===== src/rtl/serial_adder_pkg.sv =====
// Shared types and constants for the bit-serial adder.
package serial_adder_pkg;
  localparam int DEF_WIDTH = 8;

  typedef logic [1:0] state_t;
  localparam state_t IDLE = 2'd0;
  localparam state_t ADD  = 2'd1;
  localparam state_t DONE = 2'd2;
endpackage


===== src/rtl/serial_adder_if.sv =====
// Start/busy/done handshake plus operand and result buses of the serial adder.
interface serial_adder_if
  import serial_adder_pkg::*;
#(
  parameter int WIDTH = DEF_WIDTH
);
  logic             start;
  logic [WIDTH-1:0] a;
  logic [WIDTH-1:0] b;
  logic             c_in;
  logic             busy;
  logic             done;
  logic [WIDTH-1:0] sum;
  logic             c_out;

  modport master (output start, a, b, c_in, input busy, done, sum, c_out);
  modport slave  (input start, a, b, c_in, output busy, done, sum, c_out);
endinterface


===== src/rtl/serial_adder_fa.sv =====
// 1-bit full adder, purely combinational.
module FA (
  output logic s,
  output logic Carry_out,
  input  logic x,
  input  logic y,
  input  logic Carry_in
);
  assign s         = x ^ y ^ Carry_in;
  assign Carry_out = (x & y) | (Carry_in & (x ^ y));
endmodule


===== src/rtl/serial_adder.sv =====
// Bit-serial adder: one full-adder step per clock, LSB first, WIDTH cycles per add.
// busy/done decode straight from the state register; start only honoured in IDLE.
module serial_adder
  import serial_adder_pkg::*;
#(
  parameter int WIDTH = DEF_WIDTH
) (
  input  logic          clk,
  input  logic          rst,
  serial_adder_if.slave bus
);
  localparam int CW = $clog2(WIDTH + 1);

  state_t           r_state;
  logic [WIDTH-1:0] r_sa;
  logic [WIDTH-1:0] r_sb;
  logic [WIDTH-1:0] r_ss;
  logic             r_cr;
  logic [CW-1:0]    r_cnt;
  logic [WIDTH-1:0] r_sum;
  logic             r_c_out;

  logic             w_s;
  logic             w_co;
  logic             w_last;
  logic [WIDTH-1:0] w_ss_next;
  logic             w_unused_ss0;

  FA u_fa (
    .s         (w_s),
    .Carry_out (w_co),
    .x         (r_sa[0]),
    .y         (r_sb[0]),
    .Carry_in  (r_cr)
  );

  // New sum bit enters at the MSB so after WIDTH steps the LSB has reached bit 0.
  generate
    if (WIDTH == 1) begin : g_ss1
      assign w_ss_next = w_s;
    end else begin : g_ssn
      assign w_ss_next = {w_s, r_ss[WIDTH-1:1]};
    end
  endgenerate

  assign w_last       = (r_cnt == CW'(WIDTH - 1));
  assign w_unused_ss0 = r_ss[0];

  always_ff @(posedge clk or posedge rst) begin
    if (rst) begin
      r_state <= IDLE;
      r_sa    <= '0;
      r_sb    <= '0;
      r_ss    <= '0;
      r_cr    <= 1'b0;
      r_cnt   <= '0;
      r_sum   <= '0;
      r_c_out <= 1'b0;
    end else begin
      case (r_state)
        IDLE: begin
          if (bus.start) begin
            r_sa    <= bus.a;
            r_sb    <= bus.b;
            r_cr    <= bus.c_in;
            r_cnt   <= '0;
            r_ss    <= '0;
            r_state <= ADD;
          end
        end
        ADD: begin
          r_ss  <= w_ss_next;
          r_sa  <= r_sa >> 1;
          r_sb  <= r_sb >> 1;
          r_cr  <= w_co;
          r_cnt <= r_cnt + 1'b1;
          if (w_last) begin
            r_sum   <= w_ss_next;
            r_c_out <= w_co;
            r_state <= DONE;
          end
        end
        DONE:    r_state <= IDLE;
        default: r_state <= IDLE;
      endcase
    end
  end

  assign bus.busy  = (r_state == ADD);
  assign bus.done  = (r_state == DONE);
  assign bus.sum   = r_sum;
  assign bus.c_out = r_c_out;
endmodule

===== src/flat_wrapper.sv =====
// flat-port wrapper written by rule: the top's interface ports become plain ports
module serial_adder_flat import serial_adder_pkg::*;
#(
  parameter int WIDTH = DEF_WIDTH
)
  (clk, rst, bus_start, bus_a, bus_b, bus_c_in, bus_busy, bus_done, bus_sum, bus_c_out);
  serial_adder_if #(.WIDTH(WIDTH)) bus_i ();
  input  logic clk;
  input  logic rst;
  input wire logic [$bits(bus_i.start)-1:0] bus_start;
  input wire logic [$bits(bus_i.a)-1:0] bus_a;
  input wire logic [$bits(bus_i.b)-1:0] bus_b;
  input wire logic [$bits(bus_i.c_in)-1:0] bus_c_in;
  output wire logic [$bits(bus_i.busy)-1:0] bus_busy;
  output wire logic [$bits(bus_i.done)-1:0] bus_done;
  output wire logic [$bits(bus_i.sum)-1:0] bus_sum;
  output wire logic [$bits(bus_i.c_out)-1:0] bus_c_out;
  assign bus_i.start = bus_start;
  assign bus_i.a = bus_a;
  assign bus_i.b = bus_b;
  assign bus_i.c_in = bus_c_in;
  assign bus_busy = bus_i.busy;
  assign bus_done = bus_i.done;
  assign bus_sum = bus_i.sum;
  assign bus_c_out = bus_i.c_out;
  serial_adder #(.WIDTH(WIDTH)) u_core (.clk(clk), .rst(rst), .bus(bus_i));
endmodule

===== config.mk =====
export PLATFORM = sky130hd
export DESIGN_NAME = serial_adder_flat
export DESIGN_NICKNAME = d
export VERILOG_FILES = /design/src/rtl/serial_adder_pkg.sv /design/src/rtl/serial_adder_if.sv /design/src/rtl/serial_adder_fa.sv /design/src/rtl/serial_adder.sv /design/src/flat_wrapper.sv
export SDC_FILE = /design/constraint.sdc
export NUM_CORES = 1
export LEC_CHECK = 0
export CORE_ASPECT_RATIO = 0.8
export CORE_MARGIN = 2
export CORE_UTILIZATION = 55
export DETAILED_ROUTE_END_ITERATION = 16
export HOLD_SLACK_MARGIN = 0.03
export PLACE_DENSITY = 0.81
export SLEW_MARGIN = 40
export SYNTH_ARGS = -nofsm -noshare
export SYNTH_HDL_FRONTEND = slang
export SYNTH_HIERARCHICAL = 1
export SYNTH_SLANG_ARGS = --single-unit

===== constraint.sdc =====
create_clock -name clk -period 2.6 [get_ports clk]
set_clock_uncertainty 0.15 [all_clocks]
set_input_delay 0.52 -clock clk [delete_from_list [all_inputs] [get_ports clk]]
set_output_delay 0.52 -clock clk [all_outputs]
set_load 0.03 [all_outputs]

==> impl_metrics.tcl <==
set metrics [dict create \
    dr_wl_met3_um 163 \
    drive_above_1_share_pct 14.29 \
    first_global_vias 1291 \
    grt_max_degree 40 \
    worstHoldStart "u_core/r_sa[5]$_DFFE_PP0P_" \
    dieArea_um2 3611 \
    path_delay_family "buffers and inverters" \
    pin_count 31 \
    p_sw_w 0.0009509 \
    h-tree-depth 2 \
    root_buffer "clkbuf_8" \
    reg2reg_depth 4 \
    seq_area_frac_synth_pct 56.44 \
    dr.pass1.iters 4 \
    worstPathRequired_ns 1.93 \
    netlist_area_um2 1729 \
    topRoutingLayerUsed "met4" \
    start_util_pct 56.87 \
    wl_met1_um 1587 \
    rsz0062_at_grt "no" \
    drv_cap 0 \
    die_h_um 54.15 \
    clk_pin_slew_ns 0.08 \
    met2WireLength_um 1834 \
    setup_viol 0 \
    gp_congestion 0.7792 \
    cts_resized 0 \
    post_cts_buffers 0 \
    crit_fanout 12 \
    postSynthCellCount 155 \
    r2r_setup_slack_ns 0.64 \
    cp-start-kind "flip-flop" \
    n_antenna_cell 0 \
    cp.buffers_inverters 1 \
    p_leak_nw 1.007 \
    fmax_mhz 425.9 \
    tightestPinTransition_ns 0.5350 \
    ys_warn_count 6 \
    nets 210 \
    cts.sinks 39 \
    yosysUniqueCellTypes 22 \
    timing.rr.end "u_core/bus.sum[3]$_DFFE_PP0P_" \
    postSynthAreaPerCell_um2 11.16 \
    cts_buffers 5 \
    hold_path_end "u_core/r_sa[5]$_DFFE_PP0P_" \
    drtAntennaViolNets 0 \
    crit_path_end_kind "primary output" \
    finalHoldViolations 0 \
    status "complete, no violations" \
    crit_path_top_delay_cell "clkdlybuf4s50_1" \
    p_per_area_nw_per_um2 1171 \
    ys_seq_elements 39 \
    max_slew_margin_pct 64.22 \
    final_common_cell "dfrtp_1" \
    grt_use_total_pct 23.61 \
    layout_common_cells "39 x dfrtp_1, 29 x clkdlybuf4s50_1, 18 x a21oi_1, 18 x o21ai_0, 14 x nand2_1" \
    worstSetupPathType "flip-flop to primary output" \
    fin_util_pct 72.18 \
    die_x_um 66.69 \
    portBuffers 30 \
    tns_ns 0 \
    cts_tree "yes" \
    via_count 1277 \
    antenna_found_initial 0 \
    hold_class "flip-flop to flip-flop" \
    n_fill_cell 235 \
    switching_share_pct 37.00 \
    wl_um 3604 \
    pwr-share-seq_pct 40.3 \
    route.detailed.drc 0 \
    reg2reg_from "u_core/r_state[0]$_DFFE_PP0P_" \
    coreArea_um2 3040 \
    overflow 0 \
    wl_per_cell_um 15.74 \
    intPower_w 0.001619 \
    cp.arrival_ns 1.68 \
    cts_hold_buf 0 \
    syn_nets 177 \
    worst-path-stages 2 \
    dp_hpwl_um 2375 \
    period_share_pct 90.31 \
    insertion_delay_ns 0.29 \
    period_needed_ns 2.348 \
    vdd_drop_max_mv 0.6786 \
    p_comb_share_pct 40.2 \
    drv_slew 0 \
    drtIter0Drc 87 \
    pwr-share-clk_pct 19.5 \
    grt_pass1_wl_um 5982 \
    hold_depth 2 \
    drt-vias-per-instance 5.576 \
    crit_chain "nor2b_1 > clkdlybuf4s50_1" \
    area_delta_synth_final_pct 26.92 \
    ctsLongestPathBuffers 2 \
    core.rowCount 18 \
    cpPeakStageDelay_ns 0.67 \
]
final cells by class:
class	count	area, um2	share of cell area, %
clock buffer	5	68.82	3.136
inverter	2	7.507	0.3421
timing repair buffer	36	342.8	15.62
tap	40	50.05	2.281
multi-input combinational	104	705.7	32.16
clock inverter	3	43.79	1.995
sequential	39	975.9	44.47
worst max path at each step:
stage | startpoint | end | slack, ns
final | u_core/r_state[1]$_DFFE_PP0P_ | bus_done | 0.25
after global routing | u_core/r_state[1]$_DFFE_PP0P_ | bus_done | 0.16
after CTS | u_core/r_state[1]$_DFFE_PP0P_ | bus_done | 0.24
after detailed placement | bus_start | u_core/r_cnt[3]$_DFFE_PP0P_ | 0.56
after global placement | bus_start | u_core/r_cnt[3]$_DFFE_PP0P_ | 0.58
after floorplan | u_core/r_state[1]$_DFFE_PP0P_ | bus_done | 0.84
cells in the mapped netlist:
cell type / n / area, um2
mux2_2: 10 / 112.6
clkbuf_1: 8 / 30.03
a22o_1: 9 / 78.83
nor3_4: 1 / 16.27
dfrtp_1: 39 / 975.9
fa_1: 1 / 20.02
nor2b_1: 8 / 50.05
o21bai_1: 1 / 7.510
and3b_1: 10 / 87.58
nand3_1: 1 / 5.000
buf_2: 2 / 10.01
nand2b_2: 1 / 8.760
and2b_1: 1 / 7.510
o31ai_1: 1 / 7.510
nor2_1: 2 / 7.510
inv_1: 2 / 7.510
a22oi_1: 6 / 45.04
nand2_1: 14 / 52.55
ha_1: 1 / 12.51
o21ai_0: 18 / 90.09
and2_1: 1 / 6.260
a21oi_1: 18 / 90.09
metal layers:
layer  up-vias  GRT usage [%]
li1        612              -
met1       633          28.92
met2        30          37.83
met3         2          8.996
met4         0          10.20
met5         -              0
stage by stage:
stage	hold slack, ns	total power [W]	instance area [um2]	setup slack (ns)	cells
2_1_floorplan	0.3002	0.001716	1729	0.8401	155
3_3_place_gp	0.3161	0.002014	2082	0.5835	221
3_5_place_dp	0.3359	0.002076	2082	0.5573	221
4_1_cts	0.3530	0.002588	2195	0.2356	229
5_1_grt	0.3771	0.002754	2195	0.1575	229
6_report	0.3459	0.002570	2195	0.2521	229
flip-flops by register name (all words and copies together) (netlist names):
register	flops
u_core/r_cr	1
u_core/r_cnt	4
u_core/r_sb	8
u_core/r_ss	7
u_core/bus.sum	8
u_core/r_state	2
u_core/bus.c_out	1
u_core/r_sa	8
tightest hold or removal path, delay by kind of cell (launching register included):
family / cells / cell delay (ns)
flops: 1 / 0.34
compound gates: 1 / 0.07
simple gates: 1 / 0.04
logic make-up (layout without fill, tap and decap cells):
kind of cell | Yosys count | after routing | synth area share [%]
DFF | 39 | 39 | 56.44
adders and majority gates | 2 | 2 | 1.881
buffers and inverters | 12 | 46 | 2.750
AOI/OAI and AO/OA | 53 | 53 | 18.45
and+or+nand+nor | 39 | 39 | 13.97
muxes | 10 | 10 | 6.512
power groups by stage:
| stage | Clock, W | Combinational [W] | Sequential, W |
|---|---|---|---|
| 6_report | 0.000502 | 0.00103 | 0.00103 |
| 5_1_grt | 0.000539 | 0.00115 | 0.00107 |
| 4_1_cts | 0.000514 | 0.00104 | 0.00103 |
| 3_5_place_dp | 0 | 0.00103 | 0.00104 |
| 3_3_place_gp | 0 | 0.000990 | 0.00102 |
| 2_1_floorplan | 0 | 0.000609 | 0.00111 |
(Power assumes the default switching activity.)
